--- config.mk ---
export PLATFORM = sky130hd
export DESIGN_NAME = e_mem_arb
export DESIGN_NICKNAME = d
export VERILOG_FILES = /design/src/rtl/e_mem_pkg.sv /design/src/rtl/e_mem_ptr.sv /design/src/rtl/e_mem_arb.sv
export SDC_FILE = /design/constraint.sdc
export NUM_CORES = 1
export LEC_CHECK = 0
export CORE_ASPECT_RATIO = 1.75
export CORE_MARGIN = 10
export CORE_UTILIZATION = 25
export CTS_CLUSTER_DIAMETER = 150
export DETAILED_ROUTE_END_ITERATION = 12
export HOLD_SLACK_MARGIN = 0.12
export SLEW_MARGIN = 20
export SYNTH_ARGS = -nofsm -noshare
export SYNTH_HDL_FRONTEND = slang
export SYNTH_SLANG_ARGS = --single-unit
--- constraint.sdc ---
create_clock -name CLK -period 1.9 [get_ports CLK]
set_input_delay 0.38 -clock CLK [delete_from_list [all_inputs] [get_ports CLK]]
set_output_delay 0.38 -clock CLK [all_outputs]
set_load 0.1 [all_outputs]
--- src/rtl/e_mem_pkg.sv ---
// e_mem_pkg: shared defaults and FSM state type for the BRAM address-port arbiter.
package e_mem_pkg;

  localparam int ADDR_W_DEF    = 18;
  localparam int ADDR_MAX_DEF  = 262143;
  localparam int WRAP_BASE_DEF = 259072;
  localparam int HOLD_ADDR_DEF = 2048;
  localparam int BURST_LEN_DEF = 16;
  localparam int BLEN_W_DEF    = 5;

  typedef enum logic [1:0] {
    IDLE  = 2'd0,
    BURST = 2'd1,
    DONE  = 2'd2
  } state_t;

endpackage

--- src/rtl/e_mem_ptr.sv ---
// e_mem_ptr: one requester's address pointer. Advances by one per issued beat,
// jumps from ADDR_MAX back to WRAP_BASE, and flags when it sits on HOLD_ADDR.
module e_mem_ptr
  import e_mem_pkg::*;
#(
  parameter int ADDR_W    = ADDR_W_DEF,
  parameter int ADDR_MAX  = ADDR_MAX_DEF,
  parameter int WRAP_BASE = WRAP_BASE_DEF,
  parameter int HOLD_ADDR = HOLD_ADDR_DEF
) (
  input  logic              CLK,
  input  logic              rst,
  input  logic              adv,
  input  logic              hold,
  output logic [ADDR_W-1:0] ptr,
  output logic              at_hold
);

  localparam logic [ADDR_W-1:0] MAX_V  = ADDR_W'(ADDR_MAX);
  localparam logic [ADDR_W-1:0] WRAP_V = ADDR_W'(WRAP_BASE);
  localparam logic [ADDR_W-1:0] HOLD_V = ADDR_W'(HOLD_ADDR);

  // Ring successor: the only jump a pointer ever makes is ADDR_MAX -> WRAP_BASE.
  function automatic logic [ADDR_W-1:0] next_ptr(input logic [ADDR_W-1:0] p);
    if (p == MAX_V) next_ptr = WRAP_V;
    else            next_ptr = p + ADDR_W'(1);
  endfunction

  assign at_hold = (ptr == HOLD_V);

  // Pointer register: hold has priority, so a HOLD_ADDR equal to ADDR_MAX freezes before wrapping.
  always_ff @(posedge CLK) begin
    if (rst)              ptr <= '0;
    else if (adv && !hold) ptr <= next_ptr(ptr);
  end

endmodule

--- src/rtl/e_mem_arb.sv ---
// e_mem_arb: two-requester burst scheduler for the shared BRAM address port.
// Each grant is a fixed BURST_LEN-beat burst driven from the owner's own pointer.
// Build option: define E_MEM_ARB_PRIO_EN for fixed priority (req[0] always wins);
// otherwise contention is resolved round-robin against the last owner.
module e_mem_arb
  import e_mem_pkg::*;
#(
  parameter int ADDR_W    = ADDR_W_DEF,
  parameter int ADDR_MAX  = ADDR_MAX_DEF,
  parameter int WRAP_BASE = WRAP_BASE_DEF,
  parameter int HOLD_ADDR = HOLD_ADDR_DEF,
  parameter int BURST_LEN = BURST_LEN_DEF,
  parameter int BLEN_W    = BLEN_W_DEF
) (
  input  logic              CLK,
  input  logic              rst,
  input  logic [1:0]        req,
  input  logic              stall,
  output logic [1:0]        gnt,
  output logic              mem_en,
  output logic [ADDR_W-1:0] mem_address,
  output logic              owner,
  output logic [1:0]        done,
  output logic              busy
);

  localparam logic [BLEN_W-1:0] LAST_BEAT = BLEN_W'(BURST_LEN - 1);

  state_t            state;
  logic [BLEN_W-1:0] beat_cnt;
  logic [ADDR_W-1:0] ptr0;
  logic [ADDR_W-1:0] ptr1;
  logic              at_hold0;
  logic              at_hold1;
  logic              cur_hold;
  logic              beat;
  logic              winner;

  // A beat is lost only when the owner's pointer is parked on HOLD_ADDR under stall.
  assign cur_hold    = stall && (owner ? at_hold1 : at_hold0);
  assign beat        = (state == BURST) && !cur_hold;
  assign mem_en      = beat;
  assign mem_address = owner ? ptr1 : ptr0;

`ifdef E_MEM_ARB_PRIO_EN
  assign winner = !req[0];
`else
  logic rr_last;
  assign winner = (req == 2'b11) ? !rr_last : req[1];
`endif

  e_mem_ptr #(
    .ADDR_W   (ADDR_W),
    .ADDR_MAX (ADDR_MAX),
    .WRAP_BASE(WRAP_BASE),
    .HOLD_ADDR(HOLD_ADDR)
  ) u_ptr0 (
    .CLK    (CLK),
    .rst    (rst),
    .adv    (beat && (owner == 1'b0)),
    .hold   (stall && at_hold0),
    .ptr    (ptr0),
    .at_hold(at_hold0)
  );

  e_mem_ptr #(
    .ADDR_W   (ADDR_W),
    .ADDR_MAX (ADDR_MAX),
    .WRAP_BASE(WRAP_BASE),
    .HOLD_ADDR(HOLD_ADDR)
  ) u_ptr1 (
    .CLK    (CLK),
    .rst    (rst),
    .adv    (beat && (owner == 1'b1)),
    .hold   (stall && at_hold1),
    .ptr    (ptr1),
    .at_hold(at_hold1)
  );

  // Burst FSM with registered gnt/done/busy; reset abandons any burst without a done pulse.
  always_ff @(posedge CLK) begin
    if (rst) begin
      state    <= IDLE;
      owner    <= 1'b0;
      beat_cnt <= '0;
      gnt      <= 2'b00;
      done     <= 2'b00;
      busy     <= 1'b0;
`ifndef E_MEM_ARB_PRIO_EN
      rr_last  <= 1'b1;
`endif
    end else begin
      case (state)
        IDLE: begin
          done <= 2'b00;
          if (req != 2'b00) begin
            owner    <= winner;
            beat_cnt <= '0;
            gnt      <= winner ? 2'b10 : 2'b01;
            busy     <= 1'b1;
            state    <= BURST;
          end
        end
        BURST: begin
          if (beat) begin
            beat_cnt <= beat_cnt + BLEN_W'(1);
            if (beat_cnt == LAST_BEAT) begin
              state <= DONE;
              gnt   <= 2'b00;
              done  <= owner ? 2'b10 : 2'b01;
            end
          end
        end
        DONE: begin
          done    <= 2'b00;
          busy    <= 1'b0;
          state   <= IDLE;
`ifndef E_MEM_ARB_PRIO_EN
          rr_last <= owner;
`endif
        end
        default: state <= IDLE;
      endcase
    end
  end

endmodule

# Yosys cells after proc, flatten, opt, wreduce, memory -nomap -nowiden
# Index checks and enable logic that the tools add are counted.
# Widths: inputs -> output; s select.
word_totals:
  regBits: 50
  input_bits: 5
  out_inout_bits: 25
  word_cells: 71
classes:
  add_sub_neg: 3
  eq_ne: 11
  n_mux: 23
  bitwise: 1
  reduce_logical: 24
ops:
  columns: ["operator", "count"]
  rows:
  - ["$mux 18", 3]
  - ["$add 18x1->18 const B", 2]
  - ["$eq 18x12->1 const B", 2]
  - ["$eq 18x18->1 const B", 2]
  - ["$mux 2", 10]
  - ["$pmux 2 s2", 3]
  - ["$mux 5", 2]
  - ["$pmux 5 s2", 1]
  - ["$reduce_and 3->1", 3]
  - ["$logic_and 1x1->1", 8]
  - ["$reduce_bool 2->1", 4]
  - ["$add 5x1->5 const B", 1]
  - ["$eq 5x4->1 const B", 1]
  - ["$eq 2x2->1 const B", 2]
  - ["$logic_not 1->1", 4]
  - ["$ne 2x2->1 const B", 2]
  - ["$reduce_and 2->1", 2]
  - ["$reduce_and 4->1", 1]
  - ["$mux 1", 3]
  - ["$eq 2x1->1 const B", 1]
  - ["$logic_not 2->1", 1]
  - ["$ne 2x1->1 const B", 1]
  - ["$pmux 1 s2", 1]
  - ["$reduce_or 2->1", 1]
  - ["$not 1->1", 1]

# Logic depth before layout (Yosys ltp)
# Gate-level depths: netlist (run 1).
depth:
  depth_word: 7
  depth_mapped: 8
  depth_no_buf: 7

# By module
# Synthesis (run 1) repeated with hierarchy kept, for this count alone.
unflattened:
  hier_cells: 353
  area_unflattened_um2: 2991.6
by_module_without_submodules:
  columns: ["mod", "instances", "cells_each", "area_per_inst_um2", "seq_area_each_um2"]
  rows:
  - ["e_mem_ptr", 2, 122, 1018.5, 360.3]
  - ["e_mem_arb", 1, 109, 954.7, 280.3]

# Least setup slack after synthesis (run 1)
# No wires, ideal clock.
synth_timing:
  path_type: "reg-to-output"
  startpoint: "reg owner"
  endpoint: "out mem_address[0]"
  arrival_ns: 3.344
  required_ns: 1.520
  path_slack_ns: -1.824
  path_stages_with_launch: 4
  n_path_buf: 2
  cell_sequence: "dfxtp_1 > buf_1 > clkbuf_1 > o21ai_0"
synth_between:
  elab_chain_len: 1
synth_rtl:
  columns: ["item", "line", "source"]
  rows:
  - ["start: declaration", "e_mem_arb.sv:22", "output logic owner,"]
  - ["start signal: assignment", "e_mem_arb.sv:97", "owner <= winner;"]
  - ["$mux 18", "e_mem_arb.sv:43", "assign mem_address = owner ? ptr1 : ptr0;"]
  - ["end: declaration", "e_mem_arb.sv:21", "output logic [ADDR_W-1:0] mem_address,"]
# Every way passes these cells.

# Worst setup path after layout (run 1)
layout_timing:
  startpoint: "reg u_ptr0.ptr[5]"
  endpoint: "out mem_en"
layout_between:
  elab_chain_len: 5
layout_rtl:
  columns: ["item", "line", "source"]
  rows:
  - ["start: declaration", "e_mem_ptr.sv:15", "output logic [ADDR_W-1:0] ptr,"]
  - ["start signal: assignment", "e_mem_ptr.sv:34", "else if (adv && !hold) ptr <= next_ptr(ptr);"]
  - ["$eq 18x12->1", "e_mem_ptr.sv:29", "assign at_hold = (ptr == HOLD_V);"]
  - ["$mux 1", "e_mem_arb.sv:40", "assign cur_hold = stall && (owner ? at_hold1 : at_hold0);"]
  - ["$logic_and 1x1->1", "e_mem_arb.sv:40", null]
  - ["$logic_not 1->1", "e_mem_arb.sv:41", "assign beat = (state == BURST) && !cur_hold;"]
  - ["$logic_and 1x1->1", "e_mem_arb.sv:41", null]
  - ["end: declaration", "e_mem_arb.sv:20", "output logic mem_en,"]
# Every way passes these cells.

==> results of run 1 <==
-- cells in the final DEF, fill, tap and decap left out, types with 3 or more instances in the layout --
cell	Yosys	layout
buf_4	2	75
dfxtp_1	50	40
nand2_1	39	38
a21oi_1	25	24
buf_12	0	23
nor2_1	23	21
nor3_1	19	19
nand3_1	17	15
mux2_2	14	14
and3_1	14	12
o21ai_0	19	11
nand4_1	9	9
dfxtp_2	0	8
a31oi_1	7	7
inv_1	9	6
and4_1	6	6
buf_6	2	6
clkbuf_16	0	5
o21ai_4	0	4
nand2b_1	4	4
nor4b_2	1	4
nand4b_1	4	4
o21ai_1	1	4
nor2b_1	4	4
ha_1	6	4
clkdlybuf4s50_1	0	4
inv_2	0	3
and2_1	3	3
o21a_1	4	3
xor2_1	3	3
a32o_1	3	3
a311oi_2	0	3
or3_1	4	3
a21oi_2	2	3
-- registers in the layout, indices dropped and copies added, names as in the netlist --
signal      flops
beat_cnt        5
busy            1
done            2
gnt             2
owner           1
rr_last         1
state           2
u_ptr0.ptr     18
u_ptr1.ptr     18
-- critical path, cell delays in order (launching register included) --
cell and delay [ns]:
dfxtp_4 0.35, nor4_4 0.32, nand4b_1 0.26, o32ai_4 0.37, nor2_4 0.07, buf_12 0.17
-- power groups by stage --
stage               clock [mW]  combinational [mW]  sequential (mW)
finish                    1.07               0.410             1.07
global route              1.11               0.435             1.07
CTS                       1.08               0.387             1.07
detailed placement           0               0.361             1.10
global placement             0               0.358             1.10
floorplan                    0               0.166             1.14
-- area by class of cell --
class / count / area [um2]
fill: 1132 / 6970
clock inverter: 3 / 43.8
multi-input combinational: 283 / 2070
timing repair buffer: 110 / 1150
clock buffer: 5 / 125
sequential: 50 / 1020
inverter: 9 / 33.8
tap: 135 / 169
-- metal layers --
layer  routed length, um  global-route usage (%)  vias up
li1                    -                       -     1538
met1                3730                    11.2     1527
met3                 364                    2.23       31
met2                5750                    23.3       67
met5                   0                       0        -
met4                 537                    8.76        0
-- cells by family after synthesis --
| group | share of synthesized area (%) |
|---|---|
| AND/OR/NAND/NOR | 33.4 |
| AO/OA/AOI/OAI | 18.8 |
| flip-flops | 33.8 |
| buffers and inverters | 4.35 |
| multiplexers | 5.67 |
| adder cells (fa/ha/maj) | 2.54 |
| XOR/XNOR | 1.48 |
-- worst paths after layout --
check / startpoint / end / slack [ns] / depth (start not counted)
worst max-delay path: u_ptr0.ptr[5] / mem_en / -0.33 / 5
worst min-delay path: beat_cnt[4] / beat_cnt[4] / 0.49 / 2
worst max register to register: u_ptr0.ptr[5] / gnt[1] / -0.10 / 7
worst min register to register: beat_cnt[4] / beat_cnt[4] / 0.49 / 2
-- metrics by stage --
step	TNS (ns)	power, mW	hold slack (ns)
floorplan	-0.842	1.30	0.453
global placement	-3.37	1.46	0.463
detailed placement	-4.76	1.46	0.485
CTS	-0.422	2.54	0.494
global route	-1.30	2.62	0.521
finish	-0.526	2.55	0.494
-- cells in the mapped netlist (3+ instances only) --
library cell	n
dfxtp_1	50
or3_1	4
nand2b_1	4
nand2_1	39
buf_2	4
and2_1	3
nor2_1	23
nor2b_1	4
nand3_1	17
or4_1	3
mux2_2	14
o21ai_0	19
nor3_1	19
nor4b_1	5
o21a_1	4
ha_1	6
a311oi_1	3
nand4_1	9
a32o_1	3
buf_1	4
nand4b_1	4
clkbuf_1	6
a21oi_1	25
and4_1	6
xor2_1	3
inv_1	9
nor4_1	4
and3_1	14
a31oi_1	7
-- what timing repair did --
item / 4_1_cts / 5_1_grt
gates cloned: 0 / 1
gates resized for setup: 13 / 42
buffers inserted: 5 / 3
pin swaps: 5 / 13
hold buffers: 0 / 0
setup endpoints to repair: 20 / 37
==> results.txt, run 1 <==
GRT Util Overall - 12.3%
Slew headroom - 67.9%
WL final - 10,400 um
PwrDens - 553 nW/um2
CTS root buffer - clkbuf_16
RSZ-0062 raised after global routing - yes
Crit. End Element - primary output
Tmin final - 2.23 ns
first-pass GRT wire length - 16,200 um
Die ar. - 16,800 um2
Die Wd - 102 um
Port Buffers - 29
Seq cells post-synth - 50
Iteration-0 DRC Markers - 210
vias - 3,163
peak supply drop - 0.291 mV
placed wire-length estimate - 7910 um
ratio of cells with drive above 1 in the final layout - 41.1%
total CTS buffers - 5
Hold Violations, Final - 0
largest net degree at the start of global routing - 17
area leader, netlist - dfxtp_1
kind of critical path - register to primary output
max-slew violations - 0
number of synthesized flops with an enable pin - 0
Yosys top cell area share - 33.8%
DRC Markers - 0
final net count - 470
# placed instances - 581
io pins - 30
WP data arrival - 1.85 ns
Clock Skew - 0.00545 ns
P&R area growth vs syn - 56.0%
static leakage - 1.78 nW
core area - 11,600 um2
clock sinks - 50
critical path launch point type - register
drt wl/cell - 17.5 um
GPL Wtd Cong - 0.897
PnR worst setup slack - -0.335 ns
cell area after placement - 4170 um2
Finished Cell Area - 4620 um2
fmax - 447 MHz
CP required - 1.52 ns
clk_lat worst skew - 0.30 ns
fraction of registers with async set/reset - 0%
Synth area leaders - dfxtp_1, mux2_2, nand2_1, a21oi_1, nor3_1
outcome - finished with violations
Clk network pwr share - 41.9%
CP max FO - 2
failing checks - setup timing
Via density - 5.32
row count - 52
final std cells w/o fill - 595
syn_area_per_cell - 8.22 um2
antenna-violating nets left - 0
Comb pwr share - 16.1%
initial antenna violation count - 0
Yosys warning count - 0
cell-internal power - 1.86 mW
initial core utilization - 25.6%
Max-Cap Viols - 0
gr ovfl total - 0
Top FF cell, synth - dfxtp_1
Final period util - 118%
post-synth net total - 371
HP Class - register to register
Post-Synthesis Cells - 360
Finish-stage setup viols - 6
Die H - 164 um
pre-CTS setup slack - -0.302 ns
final core occ - 39.9%
Flop pwr share - 42.0%
worst-margin pin slew - 0.477 ns
vias in the first global route - 3,289
clock buffer depth - 2
number of library cell types mapped by synthesis - 64
ANT cells - 0
H-tree levels - 2
sequential-to-total area share from yosys stat - 33.8%
Sw Pwr - 696 uW
Mapped Area - 2960 um2
CTS tree - built
DRT Pass-1 Iters - 4
clock slew at reported path FFs - 0.07 ns
sw frac - 27.3%
Power figures use the tool's default switching activity.
==> run 2, diff against run 1 <==
--- a/config.mk
+++ b/config.mk
@@ -11,6 +11,7 @@
 export CTS_CLUSTER_DIAMETER = 150
 export DETAILED_ROUTE_END_ITERATION = 12
 export HOLD_SLACK_MARGIN = 0.12
+export PLACE_DENSITY = 0.4
 export SLEW_MARGIN = 20
 export SYNTH_ARGS = -nofsm -noshare
 export SYNTH_HDL_FRONTEND = slang
==> results.txt, run 2 (same netlist as run 1, synthesis figures left out) <==
Max-Cap Viols - 0
post-layout power - 2.54 mW
worst r2r src - u_ptr0.ptr[1]
drt wl/cell - 18.0 um
antenna-violating nets left - 0
Iteration-0 DRC Markers - 155
Hold Violations, Final - 0
cell-internal power - 1.88 mW
worst setup path end - mem_en
r2r setup slk - -0.01 ns
beginning of the worst hold path - done[1]
Sw Pwr - 660 uW
final net count - 478
clock buffer depth - 2
Tmin final - 2.12 ns
ratio of cells with drive above 1 in the final layout - 40.8%
clk_lat worst skew - 0.30 ns
Finish-stage setup viols - 3
cell area after placement - 4230 um2
ANT cells - 0
max-slew violations - 0
PwrDens - 545 nW/um2
outcome - finished with violations
RSZ-0062 raised after global routing - yes
placed wire-length estimate - 8500 um
Final period util - 112%
gr ovfl total - 0
final std cells w/o fill - 603
vias - 3,173
DRT Pass-1 Iters - 4
WP data arrival - 1.74 ns
sw frac - 26.0%
Clock Skew - 0.00960 ns
CP startpoint - u_ptr0.ptr[1]
hold-fix buffer count after cts - 0
Port Buffers - 29
CP max FO - 2
initial antenna violation count - 0
Die Wd - 102 um
initial core utilization - 25.6%
HP Class - register to register
first-pass GRT wire length - 17,200 um
Worst R2R Path Depth - 10
kind of critical path - register to primary output
top flop regs - u_ptr0.ptr (18), u_ptr1.ptr (18), beat_cnt (5)
Comb pwr share - 15.4%
fmax - 471 MHz
WL final - 10,800 um
Via density - 5.26
vias in the first global route - 3,249
most frequent cells in the layout - buf_4, nand2_1, dfxtp_1
Die ar. - 16,800 um2
Finished Cell Area - 4650 um2
total CTS buffers - 5
Die H - 164 um
CTS root buffer - clkbuf_16
commonest non-fill, non-tap cell in the layout - buf_4
H-tree levels - 2
row count - 52
# placed instances - 590
DRC Markers - 0
GPL Wtd Cong - 0.828
Slew headroom - 63.3%
worst-margin pin slew - 0.550 ns
GRT Util Overall - 13.1%
CTS tree - built
peak supply drop - 0.340 mV
RR Endpoint - beat_cnt[4]
Clk network pwr share - 42.3%
failing checks - setup timing
largest net degree at the start of global routing - 17
core area - 11,600 um2
PnR worst setup slack - -0.224 ns
P&R area growth vs syn - 57.3%
CP required - 1.52 ns
static leakage - 1.84 nW
clock slew at reported path FFs - 0.07 ns
critical path launch point type - register
Flop pwr share - 42.3%
io pins - 30
clock sinks - 50
Crit. End Element - primary output
## run 2: changes by cell type in the layout (fill, tap and decap cells not counted), sizes merged
| cell | change |
|---|---|
| buf | +8 |
| clkinv | -1 |
| clkbuf | +2 |
| clkdlybuf4s50 | -1 |
| dlygate4sd2 | +1 |
| inv | -1 |
## run 2: how the worst min path moves through the flow
stage               endpoint  slack, ns  cells after the start
2_1_floorplan  u_ptr0.ptr[1]       0.45                      2
5_1_grt          beat_cnt[1]       0.53                      2
6_report             done[1]       0.49                      2
3_3_place_gp         done[1]       0.47                      2
3_5_place_dp         done[1]       0.48                      2
4_1_cts              done[1]       0.50                      2
## run 2: worst max-delay path: stages (launching register included)
cell,delay (ns)
dfxtp_2,0.33
inv_2,0.07
ha_4,0.12
nor4b_4,0.20
nand2_2,0.12
o32ai_4,0.34
nor2_4,0.09
buf_12,0.17
## run 2: timing repair
action	in CTS	in global routing
pin swaps	6	7
gates resized for setup	23	25
buffers inserted	3	4
endpoints found under the setup margin	24	31
## run 2: per-layer routing
metal  track usage (%)  share of wire [%]  routed length (um)
met2              25.6                 58                6320
met1              13.0                 37                4030
met3              2.48                2.9                 319
met4              4.96                1.7                 180
met5                 0                  0                   0
## run 2: final cells by class
class                   count  area [um2]
multi-input cells         283        2070
well taps                 135         169
clock inverters             1        30.0
repair buffers            118        1190
fillers                  1190        6930
clock buffers               7         143
flip-flops and latches     50        1020
inverters                   9        33.8
## run 2: through the flow
| step | setup TNS, ns | util, % | setup WS [ns] | hold slack, ns |
|---|---|---|---|---|
| floorplan | -0.842 | - | -0.0789 | 0.453 |
| global placement | -5.94 | 36.5 | -0.266 | 0.468 |
| detailed placement | -6.50 | 36.5 | -0.330 | 0.483 |
| CTS | -0.295 | 39.2 | -0.278 | 0.496 |
| global route | -0.571 | 40.2 | -0.299 | 0.526 |
| finish | -0.248 | 40.2 | -0.224 | 0.490 |
## run 2: power by group through the flow
stage / sequential, mW / combinational, mW / clock, mW
2_1_floorplan: 1.14 / 0.166 / 0
3_3_place_gp: 1.10 / 0.357 / 0
3_5_place_dp: 1.10 / 0.358 / 0
4_1_cts: 1.07 / 0.377 / 1.12
5_1_grt: 1.07 / 0.416 / 1.15
6_report: 1.07 / 0.392 / 1.07
==> run 3, diff against run 2 <==
--- a/config.mk
+++ b/config.mk
@@ -5,13 +5,15 @@
 export SDC_FILE = /design/constraint.sdc
 export NUM_CORES = 1
 export LEC_CHECK = 0
+export ABC_CLOCK_PERIOD_IN_PS = 2150
 export CORE_ASPECT_RATIO = 1.75
 export CORE_MARGIN = 10
 export CORE_UTILIZATION = 25
 export CTS_CLUSTER_DIAMETER = 150
 export DETAILED_ROUTE_END_ITERATION = 12
 export HOLD_SLACK_MARGIN = 0.12
-export PLACE_DENSITY = 0.4
+export PLACE_DENSITY = 0.39
+export REMOVE_ABC_BUFFERS = 1
 export SLEW_MARGIN = 20
 export SYNTH_ARGS = -nofsm -noshare
 export SYNTH_HDL_FRONTEND = slang
==> constraint.sdc (replaced) <==
create_clock -name CLK -period 2.15 [get_ports CLK]
set_input_delay 0.43 -clock CLK [delete_from_list [all_inputs] [get_ports CLK]]
set_output_delay 0.43 -clock CLK [all_outputs]
set_load 0.1 [all_outputs]
==> results.txt, run 3 (same netlist as run 1, synthesis figures left out) <==
failing checks - setup timing
io pins - 30
drt wl/cell - 18.0 um
clock slew at reported path FFs - 0.07 ns
Iteration-0 DRC Markers - 217
Die H - 164 um
worst-margin pin slew - 0.544 ns
CTS root buffer - clkbuf_16
WP data arrival - 1.74 ns
initial antenna violation count - 0
static leakage - 1.63 nW
P&R area growth vs syn - 44.1%
antenna-violating nets left - 0
Hold Violations, Final - 0
gr busiest metal - met2
PwrDens - 516 nW/um2
RSZ-0062 raised after global routing - yes
total CTS buffers - 5
ratio of cells with drive above 1 in the final layout - 31.4%
hold-fix buffer count after cts - 0
fmax - 460 MHz
Max-Cap Viols - 0
row count - 52
vias in the first global route - 3,163
ANT cells - 0
critical path launch point type - register
CP required - 1.72 ns
Tmin final - 2.17 ns
setup TNS - -0.0237 ns
CP max FO - 2
commonest non-fill, non-tap cell in the layout - buf_4
Port Buffers - 29
CTS tree - built
Final period util - 101%
gr ovfl total - 0
Clock Skew - 0.0110 ns
GPL Wtd Cong - 0.908
H-tree levels - 2
Slew headroom - 63.7%
GRT Util Overall - 12.6%
placed wire-length estimate - 8100 um
initial core utilization - 25.6%
first-pass GRT wire length - 16,500 um
PnR worst setup slack - -0.0237 ns
M3 GR Usage - 2.15%
most frequent cells in the layout - buf_4, dfxtp_1, nand2_1
max-slew violations - 0
DRC Markers - 0
clock sinks - 50
kind of critical path - register to primary output
Via density - 5.30
met1 Track Usage GR - 12.9%
clock buffer depth - 2
peak supply drop - 0.307 mV
outcome - finished with violations
met2 GRT Util - 24.0%
final hold slack - 0.491 ns
clk_lat worst skew - 0.30 ns
final net count - 450
Crit. End Element - primary output
r2r setup slk - 0.16 ns
DRT Pass-1 Iters - 4
Die Wd - 102 um
HP Class - register to register
WL final - 10,300 um
top flop regs - u_ptr0.ptr (18), u_ptr1.ptr (18), beat_cnt (5)
vias - 3,047
core area - 11,600 um2
Finish-stage setup viols - 1
Die ar. - 16,800 um2
largest net degree at the start of global routing - 25
-- run 3: final cells by class --
| cell class | count | area [um2] |
|---|---|---|
| clock buffer | 5 | 125 |
| multi-input combinational | 283 | 1920 |
| tap | 135 | 169 |
| inverter | 9 | 33.8 |
| clock inverter | 3 | 43.8 |
| timing repair buffer | 90 | 972 |
| fill | 1209 | 7320 |
| sequential | 50 | 1000 |
-- run 3: per-layer routing --
layer | vias up | wire length [um]
met5 | - | 0
met4 | 0 | 276
met3 | 23 | 248
met2 | 58 | 5810
met1 | 1470 | 4000
li1 | 1496 | -
-- run 3: worst max-delay path, cell delays in order (launching register included) --
cell     delay [ns]
dfxtp_2        0.33
inv_2          0.07
ha_4           0.15
nor4b_4        0.19
nand2_2        0.12
o32ai_4        0.34
nor2_4         0.07
buf_12         0.17
-- run 3: path summary, 6_finish.rpt --
kind                            depth (start not counted)            end     startpoint
worst max-delay path                                    7         mem_en  u_ptr0.ptr[0]
worst min-delay path                                    2    beat_cnt[3]    beat_cnt[3]
worst min register to register                          2    beat_cnt[3]    beat_cnt[3]
worst max register to register                          6  u_ptr1.ptr[3]  u_ptr1.ptr[2]
-- run 3: what timing repair did --
action	CTS	global route
buffers inserted	2	1
endpoints found under the setup margin	1	1
resized for setup	17	2
pin swaps	2	1
hold endpoints to repair	0	0
-- run 3: per-stage QoR --
stage	area, um2	setup slack, ns	util [%]	power (mW)	std cells
final	4260	-0.0237	36.8	2.20	575
after global routing	4260	-0.124	36.8	2.28	575
after CTS	4250	-0.0734	36.7	2.23	574
after detailed placement	3980	-0.186	34.4	1.27	564
after global placement	3980	-0.161	34.4	1.27	564
after floorplan	2860	-1.66	-	1.12	342
-- run 3: power by group --
group,leakage [nW],switching [mW],internal [mW]
Clock,0.0842,0.382,0.552
Combinational,1.14,0.198,0.120
Sequential,0.405,0.00801,0.938
